[src/rtl/branch_predictor_pkg.sv]
// Shared types for the branch predictor: counter states, BTB entry layout,
// counter init/alloc values and the saturating counter step.
package branch_predictor_pkg;

    localparam int PC_W      = 32;
    localparam int TAG_MAX_W = 30;

    typedef enum logic [1:0] {
        SNT = 2'b00,
        WNT = 2'b01,
        WT  = 2'b10,
        ST  = 2'b11
    } bp_ctr_t;

    // The tag field is sized for the smallest table; unused upper bits stay zero.
    typedef struct packed {
        logic                 valid;
        logic [TAG_MAX_W-1:0] tag;
        logic [PC_W-1:0]      target;
        bp_ctr_t              ctr;
    } bp_entry_t;

    localparam bp_ctr_t BP_CTR_INIT  = WNT;
    localparam bp_ctr_t BP_CTR_ALLOC = WT;

    function automatic bp_ctr_t ctr_update(bp_ctr_t cur, logic taken);
        bp_ctr_t nxt;
        nxt = cur;
        if (taken) begin
            if (cur != ST) begin
                nxt = bp_ctr_t'(cur + 2'd1);
            end
        end else if (cur != SNT) begin
            nxt = bp_ctr_t'(cur - 2'd1);
        end
        return nxt;
    endfunction

endpackage

[src/rtl/branch_predictor_if.sv]
// Fetch, resolution and redirect signals between fetch/branch unit (master)
// and the predictor (slave).
interface branch_predictor_if;
    import branch_predictor_pkg::*;

    logic            fetch_valid;
    logic            fetch_stall;
    logic [PC_W-1:0] fetch_pc;

    logic            pred_valid;
    logic [PC_W-1:0] pred_pc;
    logic            pred_taken;
    logic [PC_W-1:0] pred_target;

    logic            upd_valid;
    logic [PC_W-1:0] upd_pc;
    logic            upd_taken;
    logic [PC_W-1:0] upd_target;
    logic            upd_pred_taken;
    logic [PC_W-1:0] upd_pred_target;

    logic            mispredict;
    logic [PC_W-1:0] redirect_pc;
    logic [31:0]     branch_count;
    logic [31:0]     mispredict_count;

    modport master (
        output fetch_valid, fetch_stall, fetch_pc,
        output upd_valid, upd_pc, upd_taken, upd_target, upd_pred_taken, upd_pred_target,
        input  pred_valid, pred_pc, pred_taken, pred_target,
        input  mispredict, redirect_pc, branch_count, mispredict_count
    );

    modport slave (
        input  fetch_valid, fetch_stall, fetch_pc,
        input  upd_valid, upd_pc, upd_taken, upd_target, upd_pred_taken, upd_pred_target,
        output pred_valid, pred_pc, pred_taken, pred_target,
        output mispredict, redirect_pc, branch_count, mispredict_count
    );

endinterface

[src/rtl/branch_predictor_bp_table.sv]
// Direct-mapped BTB storage: one combinational lookup port and one update port
// that applies the hit/allocate rules to the addressed entry.
module bp_table
    import branch_predictor_pkg::*;
#(
    parameter int ENTRIES = 16,
    parameter int IDX_W   = $clog2(ENTRIES)
) (
    input  logic                 clk,
    input  logic                 rst,
    input  logic [IDX_W-1:0]     rd_idx,
    output bp_entry_t            rd_entry,
    input  logic                 wr_en,
    input  logic [IDX_W-1:0]     wr_idx,
    input  logic [TAG_MAX_W-1:0] wr_tag,
    input  logic                 wr_taken,
    input  logic [PC_W-1:0]      wr_target
);

    logic                 valid_q  [ENTRIES];
    bp_ctr_t              ctr_q    [ENTRIES];
    logic [TAG_MAX_W-1:0] tag_q    [ENTRIES];
    logic [PC_W-1:0]      target_q [ENTRIES];
    logic                 wr_hit;

    assign wr_hit = valid_q[wr_idx] && (tag_q[wr_idx] == wr_tag);

    always_comb begin
        rd_entry        = '0;
        rd_entry.valid  = valid_q[rd_idx];
        rd_entry.tag    = tag_q[rd_idx];
        rd_entry.target = target_q[rd_idx];
        rd_entry.ctr    = ctr_q[rd_idx];
    end

    // Only valid and counter need a reset; tag/target are qualified by valid.
    always_ff @(posedge clk or posedge rst) begin
        if (rst) begin
            for (int i = 0; i < ENTRIES; i++) begin
                valid_q[i] <= 1'b0;
                ctr_q[i]   <= BP_CTR_INIT;
            end
        end else if (wr_en) begin
            if (wr_hit) begin
                ctr_q[wr_idx] <= ctr_update(ctr_q[wr_idx], wr_taken);
            end else if (wr_taken) begin
                valid_q[wr_idx] <= 1'b1;
                ctr_q[wr_idx]   <= BP_CTR_ALLOC;
            end
        end
    end

    // A taken resolution writes tag and target whether it hit or allocated.
    always_ff @(posedge clk) begin
        if (wr_en && wr_taken) begin
            tag_q[wr_idx]    <= wr_tag;
            target_q[wr_idx] <= wr_target;
        end
    end

endmodule

[src/rtl/branch_predictor.sv]
// Fetch-side branch predictor: registered BTB lookup, table training from
// resolved branches, registered mispredict/redirect and saturating statistics.
module branch_predictor
    import branch_predictor_pkg::*;
#(
    parameter int ENTRIES = 16
) (
    input logic               clk,
    input logic               rst,
    branch_predictor_if.slave bp
);

    localparam int IDX_W = $clog2(ENTRIES);
    localparam int TAG_W = 30 - IDX_W;

    logic [IDX_W-1:0]     lk_idx;
    logic [IDX_W-1:0]     up_idx;
    logic [TAG_MAX_W-1:0] lk_tag;
    logic [TAG_MAX_W-1:0] up_tag;
    bp_entry_t            lk_entry;
    logic                 lk_taken;
    logic [PC_W-1:0]      lk_target;
    logic                 mis_cond;

    logic                 pred_valid_q;
    logic [PC_W-1:0]      pred_pc_q;
    logic                 pred_taken_q;
    logic [PC_W-1:0]      pred_target_q;
    logic                 mispredict_q;
    logic [PC_W-1:0]      redirect_pc_q;
    logic [31:0]          branch_count_q;
    logic [31:0]          mispredict_count_q;

    assign lk_idx = bp.fetch_pc[IDX_W+1:2];
    assign up_idx = bp.upd_pc[IDX_W+1:2];
    assign lk_tag = {{IDX_W{1'b0}}, bp.fetch_pc[31 -: TAG_W]};
    assign up_tag = {{IDX_W{1'b0}}, bp.upd_pc[31 -: TAG_W]};

    bp_table #(
        .ENTRIES (ENTRIES),
        .IDX_W   (IDX_W)
    ) u_table (
        .clk       (clk),
        .rst       (rst),
        .rd_idx    (lk_idx),
        .rd_entry  (lk_entry),
        .wr_en     (bp.upd_valid),
        .wr_idx    (up_idx),
        .wr_tag    (up_tag),
        .wr_taken  (bp.upd_taken),
        .wr_target (bp.upd_target)
    );

    // Lookup reads the pre-update table contents: no write-to-read bypass.
    always_comb begin
        lk_taken  = lk_entry.valid && (lk_entry.tag == lk_tag) && lk_entry.ctr[1];
        lk_target = lk_taken ? lk_entry.target : bp.fetch_pc + 32'd4;
    end

    assign mis_cond = bp.upd_valid &&
                      ((bp.upd_taken != bp.upd_pred_taken) ||
                       (bp.upd_taken && (bp.upd_target != bp.upd_pred_target)));

    always_ff @(posedge clk or posedge rst) begin
        if (rst) begin
            pred_valid_q  <= 1'b0;
            pred_pc_q     <= '0;
            pred_taken_q  <= 1'b0;
            pred_target_q <= '0;
        end else if (!bp.fetch_stall) begin
            pred_valid_q <= bp.fetch_valid;
            if (bp.fetch_valid) begin
                pred_pc_q     <= bp.fetch_pc;
                pred_taken_q  <= lk_taken;
                pred_target_q <= lk_target;
            end
        end
    end

    // redirect_pc keeps the last correction until the next mispredict.
    always_ff @(posedge clk or posedge rst) begin
        if (rst) begin
            mispredict_q  <= 1'b0;
            redirect_pc_q <= '0;
        end else begin
            mispredict_q <= mis_cond;
            if (mis_cond) begin
                redirect_pc_q <= bp.upd_taken ? bp.upd_target : bp.upd_pc + 32'd4;
            end
        end
    end

    always_ff @(posedge clk or posedge rst) begin
        if (rst) begin
            branch_count_q     <= '0;
            mispredict_count_q <= '0;
        end else begin
            if (bp.upd_valid && (branch_count_q != '1)) begin
                branch_count_q <= branch_count_q + 32'd1;
            end
            if (mis_cond && (mispredict_count_q != '1)) begin
                mispredict_count_q <= mispredict_count_q + 32'd1;
            end
        end
    end

    assign bp.pred_valid       = pred_valid_q;
    assign bp.pred_pc          = pred_pc_q;
    assign bp.pred_taken       = pred_taken_q;
    assign bp.pred_target      = pred_target_q;
    assign bp.mispredict       = mispredict_q;
    assign bp.redirect_pc      = redirect_pc_q;
    assign bp.branch_count     = branch_count_q;
    assign bp.mispredict_count = mispredict_count_q;

endmodule

[src/flat_wrapper.sv]
// flat-port wrapper written by rule: the top's interface ports become plain ports
module branch_predictor_flat import branch_predictor_pkg::*;
#(
    parameter int ENTRIES = 16
)
  (clk, rst, bp_fetch_valid, bp_fetch_stall, bp_fetch_pc, bp_upd_valid, bp_upd_pc, bp_upd_taken, bp_upd_target, bp_upd_pred_taken, bp_upd_pred_target, bp_pred_valid, bp_pred_pc, bp_pred_taken, bp_pred_target, bp_mispredict, bp_redirect_pc, bp_branch_count, bp_mispredict_count);
  branch_predictor_if bp_i ();
  input logic clk;
  input logic rst;
  input wire logic [$bits(bp_i.fetch_valid)-1:0] bp_fetch_valid;
  input wire logic [$bits(bp_i.fetch_stall)-1:0] bp_fetch_stall;
  input wire logic [$bits(bp_i.fetch_pc)-1:0] bp_fetch_pc;
  input wire logic [$bits(bp_i.upd_valid)-1:0] bp_upd_valid;
  input wire logic [$bits(bp_i.upd_pc)-1:0] bp_upd_pc;
  input wire logic [$bits(bp_i.upd_taken)-1:0] bp_upd_taken;
  input wire logic [$bits(bp_i.upd_target)-1:0] bp_upd_target;
  input wire logic [$bits(bp_i.upd_pred_taken)-1:0] bp_upd_pred_taken;
  input wire logic [$bits(bp_i.upd_pred_target)-1:0] bp_upd_pred_target;
  output wire logic [$bits(bp_i.pred_valid)-1:0] bp_pred_valid;
  output wire logic [$bits(bp_i.pred_pc)-1:0] bp_pred_pc;
  output wire logic [$bits(bp_i.pred_taken)-1:0] bp_pred_taken;
  output wire logic [$bits(bp_i.pred_target)-1:0] bp_pred_target;
  output wire logic [$bits(bp_i.mispredict)-1:0] bp_mispredict;
  output wire logic [$bits(bp_i.redirect_pc)-1:0] bp_redirect_pc;
  output wire logic [$bits(bp_i.branch_count)-1:0] bp_branch_count;
  output wire logic [$bits(bp_i.mispredict_count)-1:0] bp_mispredict_count;
  assign bp_i.fetch_valid = bp_fetch_valid;
  assign bp_i.fetch_stall = bp_fetch_stall;
  assign bp_i.fetch_pc = bp_fetch_pc;
  assign bp_i.upd_valid = bp_upd_valid;
  assign bp_i.upd_pc = bp_upd_pc;
  assign bp_i.upd_taken = bp_upd_taken;
  assign bp_i.upd_target = bp_upd_target;
  assign bp_i.upd_pred_taken = bp_upd_pred_taken;
  assign bp_i.upd_pred_target = bp_upd_pred_target;
  assign bp_pred_valid = bp_i.pred_valid;
  assign bp_pred_pc = bp_i.pred_pc;
  assign bp_pred_taken = bp_i.pred_taken;
  assign bp_pred_target = bp_i.pred_target;
  assign bp_mispredict = bp_i.mispredict;
  assign bp_redirect_pc = bp_i.redirect_pc;
  assign bp_branch_count = bp_i.branch_count;
  assign bp_mispredict_count = bp_i.mispredict_count;
  branch_predictor #(.ENTRIES(ENTRIES)) u_core (.clk(clk), .rst(rst), .bp(bp_i));
endmodule
[config.mk]
export PLATFORM = sky130hd
export DESIGN_NAME = branch_predictor_flat
export DESIGN_NICKNAME = d
export VERILOG_FILES = /design/src/rtl/branch_predictor_pkg.sv /design/src/rtl/branch_predictor_if.sv /design/src/rtl/branch_predictor_bp_table.sv /design/src/rtl/branch_predictor.sv /design/src/flat_wrapper.sv
export SDC_FILE = /design/constraint.sdc
export NUM_CORES = 2
export LEC_CHECK = 0
export BUFFER_PORTS_ARGS = -buffer_cell sky130_fd_sc_hd__buf_2
export CORE_UTILIZATION = 40
export DETAILED_ROUTE_END_ITERATION = 10
export PLACE_DENSITY = 0.59
export SLEW_MARGIN = 0
export SYNTH_ARGS = -nofsm -noshare
export SYNTH_HDL_FRONTEND = slang
export SYNTH_SLANG_ARGS = --single-unit
[constraint.sdc]
create_clock -name clk -period 8.05 [get_ports clk]
set_input_delay 1.61 -clock clk [delete_from_list [all_inputs] [get_ports clk]]
set_output_delay 1.61 -clock clk [all_outputs]
set_load 0.03 [all_outputs]
==> run metrics <==
sequential fraction of the synthesis area 64.3%; initial antenna violation count 17; period utilization 69.4%; Iteration-0 DRC Markers 4101; Total Nets Final 3486; final hold violations 0; Sink Count 1139; synth-to-layout area growth 14.0%; H-tree depth 3; DIE WIDTH 361 um; # resized after CTS 0; total negative slack 0 ps; DRT Wirelength 164000 um; first-pass GRT wire length 232000 um; Worst-path clk slew 60 ps; Clock Path Buffers 3; Syn Area/Cell 16.9 um2; Hold Path Depth 2; Num CTS Buffers 119; post-layout minimum cycle time 5580 ps; final core utilization 46.0%; core area 128000 um2; Worst Max-Slew Pin Slew 1280 ps; Post-DP HPWL 103000 um; GRT Total Usage 25.0%; area of the die 130000 um2; P per Cell Area 235 nW/um2; endpoints failing setup 0; number of synthesis warnings 0; global placement routability congestion 0.968; Mapped Area 51600 um2; Initial Util 40.4%; 1st-pass router iterations 6; Max-Cap Viols 0; largest net degree at the start of global routing 124; Setup crit start kind input port; vias in the first global route 30700; clk_skew 57.0 ps; Hold Buf Count CTS 0; register bit total from synthesis 1139; Rows 131; FILL cells 11000; critical path capture point type flop; Crit path required time 8730 ps; Antenna Violating Nets Remaining 0; run status completed; CP Class input port to flop; post-CTS setup buffers 0; Post-synth ARST share 18.5%; Syn Nets 3185; DRC violations left 0; Synth top cells by count edfxtp_1, mux4_2, nand2_1; clock tree from TritonCTS yes; grt ovf 0; Multi-input gate area 17200 um2; share of layout cells above drive strength 1 26.6%; Max Freq 179 MHz; top cell type by total area after synthesis edfxtp_1; Leak 0.0207 uW; worst vdd ir 0.000221 V; Slew Viols, Final 0; Netlist cell types 82; drt wl/cell 32.0 um; top_reg_cell synth edfxtp_1; synthesized netlist cell count 3043; Via-to-Cell Ratio 6.12; Slew HR 14.3%; clk_lat worst skew 770 ps; most frequent cell after synthesis edfxtp_1; Arrival @ worst endpoint 6270 ps; register area 33200 um2; number of enable flip-flop cells after synthesis 928; top cell type's share of synthesized area 54.0%; Hold Slack 474 ps; worst-path maximum fanout 29; hold crit path type flop to flop; RSZ-0062 raised after global routing false; vias post-DR 31300; I/O pin count 298; die height 361 um; worst r2r path cells 10; PortBufs 297; Root Buffer clkbuf_16; ranking of synthesized cells by area edfxtp_1, mux4_2, dfrtp_1
==> cell usage in the layout, fill, tap and decap left out, types with 53 or more instances in the layout <==
cell type,synthesis,final
clkbuf_16,0,120
edfxtp_1,928,928
nand3_1,62,62
dfrtp_1,195,195
mux4_2,288,288
nand2_1,223,223
xor2_1,67,67
buf_4,11,53
mux2i_1,181,181
mux4_1,63,63
nor2_1,124,108
xnor2_1,123,123
o21ai_0,71,71
buf_2,41,291
a21oi_1,73,72
==> layout make-up <==
cell class / instances / share of cell area [%]
Multi-Input combinational cell: 1681 / 29.3
Inverter: 45 / 0.302
Clock buffer: 170 / 5.68
Clock inverter: 58 / 1.08
Antenna cell: 6 / 0.0255
Tap cell: 1662 / 3.54
Timing Repair Buffer: 358 / 3.60
Sequential cell: 1139 / 56.4
==> kinds of logic after synthesis <==
group | synth area share, %
flip-flops | 64.3
AND/OR/NAND/NOR | 5.30
multiplexers | 20.1
AO/OA/AOI/OAI | 4.27
buffers and inverters | 2.55
XOR/XNOR | 3.23
adder cells (fa/ha/maj) | 0.209
==> critical path: stages <==
cell and delay, ps:
buf_4 240, buf_4 340, inv_2 970, mux2i_1 590
xnor2_1 210, nand4_1 210, nor4b_1 340, a2bb2oi_1 350
nand4_1 770, nor3_1 440, a21o_1 120
==> power by group <==
part | leakage [uW] | switching, uW | total [uW] | internal [uW]
combinational | 0.00788 | 999 | 1520 | 525
clock | 0.00193 | 2400 | 5560 | 3160
sequential | 0.0109 | 147 | 6720 | 6570
total | 0.0207 | 3550 | 13800 | 10300
==> worst paths after layout <==
| check | startpoint | end | slack (ps) |
|---|---|---|---|
| worst max-delay path | bp_upd_pc[2] | u_core.u_table.ctr_q[12] | 2470 |
| worst min-delay path | u_core.bp.pred_pc[23] | u_core.bp.pred_pc[23] | 470 |
| worst max register to register | u_core.u_table.tag_q[11][18] | u_core.bp.pred_target[1] | 3960 |
| worst min register to register | u_core.bp.pred_pc[23] | u_core.bp.pred_pc[23] | 470 |
| max in group asynchronous | rst | u_core.bp.pred_pc[15] | 5790 |
| min in group asynchronous | rst | u_core.bp.mispredict_count[2] | 970 |
==> registers in the layout, indices dropped and copies added, names as in the netlist <==
register	flops
u_core.bp.pred_valid	1
u_core.bp.redirect_pc	32
u_core.bp.pred_taken	1
u_core.bp.mispredict_count	32
u_core.bp.pred_target	32
u_core.u_table.ctr_q	32
u_core.bp.branch_count	32
u_core.u_table.valid_q	16
u_core.bp.pred_pc	32
u_core.u_table.target_q	512
u_core.bp.mispredict	1
u_core.u_table.tag_q	416
==> metal layers <==
metal | GRT usage, % | share of wire, % | vias up
met5 | 0 | 0.070 | -
li1 | - | - | 12800
met4 | 9.53 | 3.8 | 16
met2 | 38.7 | 46 | 1643
met3 | 5.95 | 9.4 | 314
met1 | 34.3 | 41 | 16500
==> through the flow <==
step	area (um2)	std cells	total power (uW)	worst slack (ps)
finish	58800	5119	13800	2470
global route	58800	5113	14200	2150
CTS	58800	5113	13900	2600
detailed placement	54800	4885	8350	1800
global placement	54800	4885	8340	1860
floorplan	51600	3043	7730	701
No activity file was read; power rests on OpenSTA's default activity.
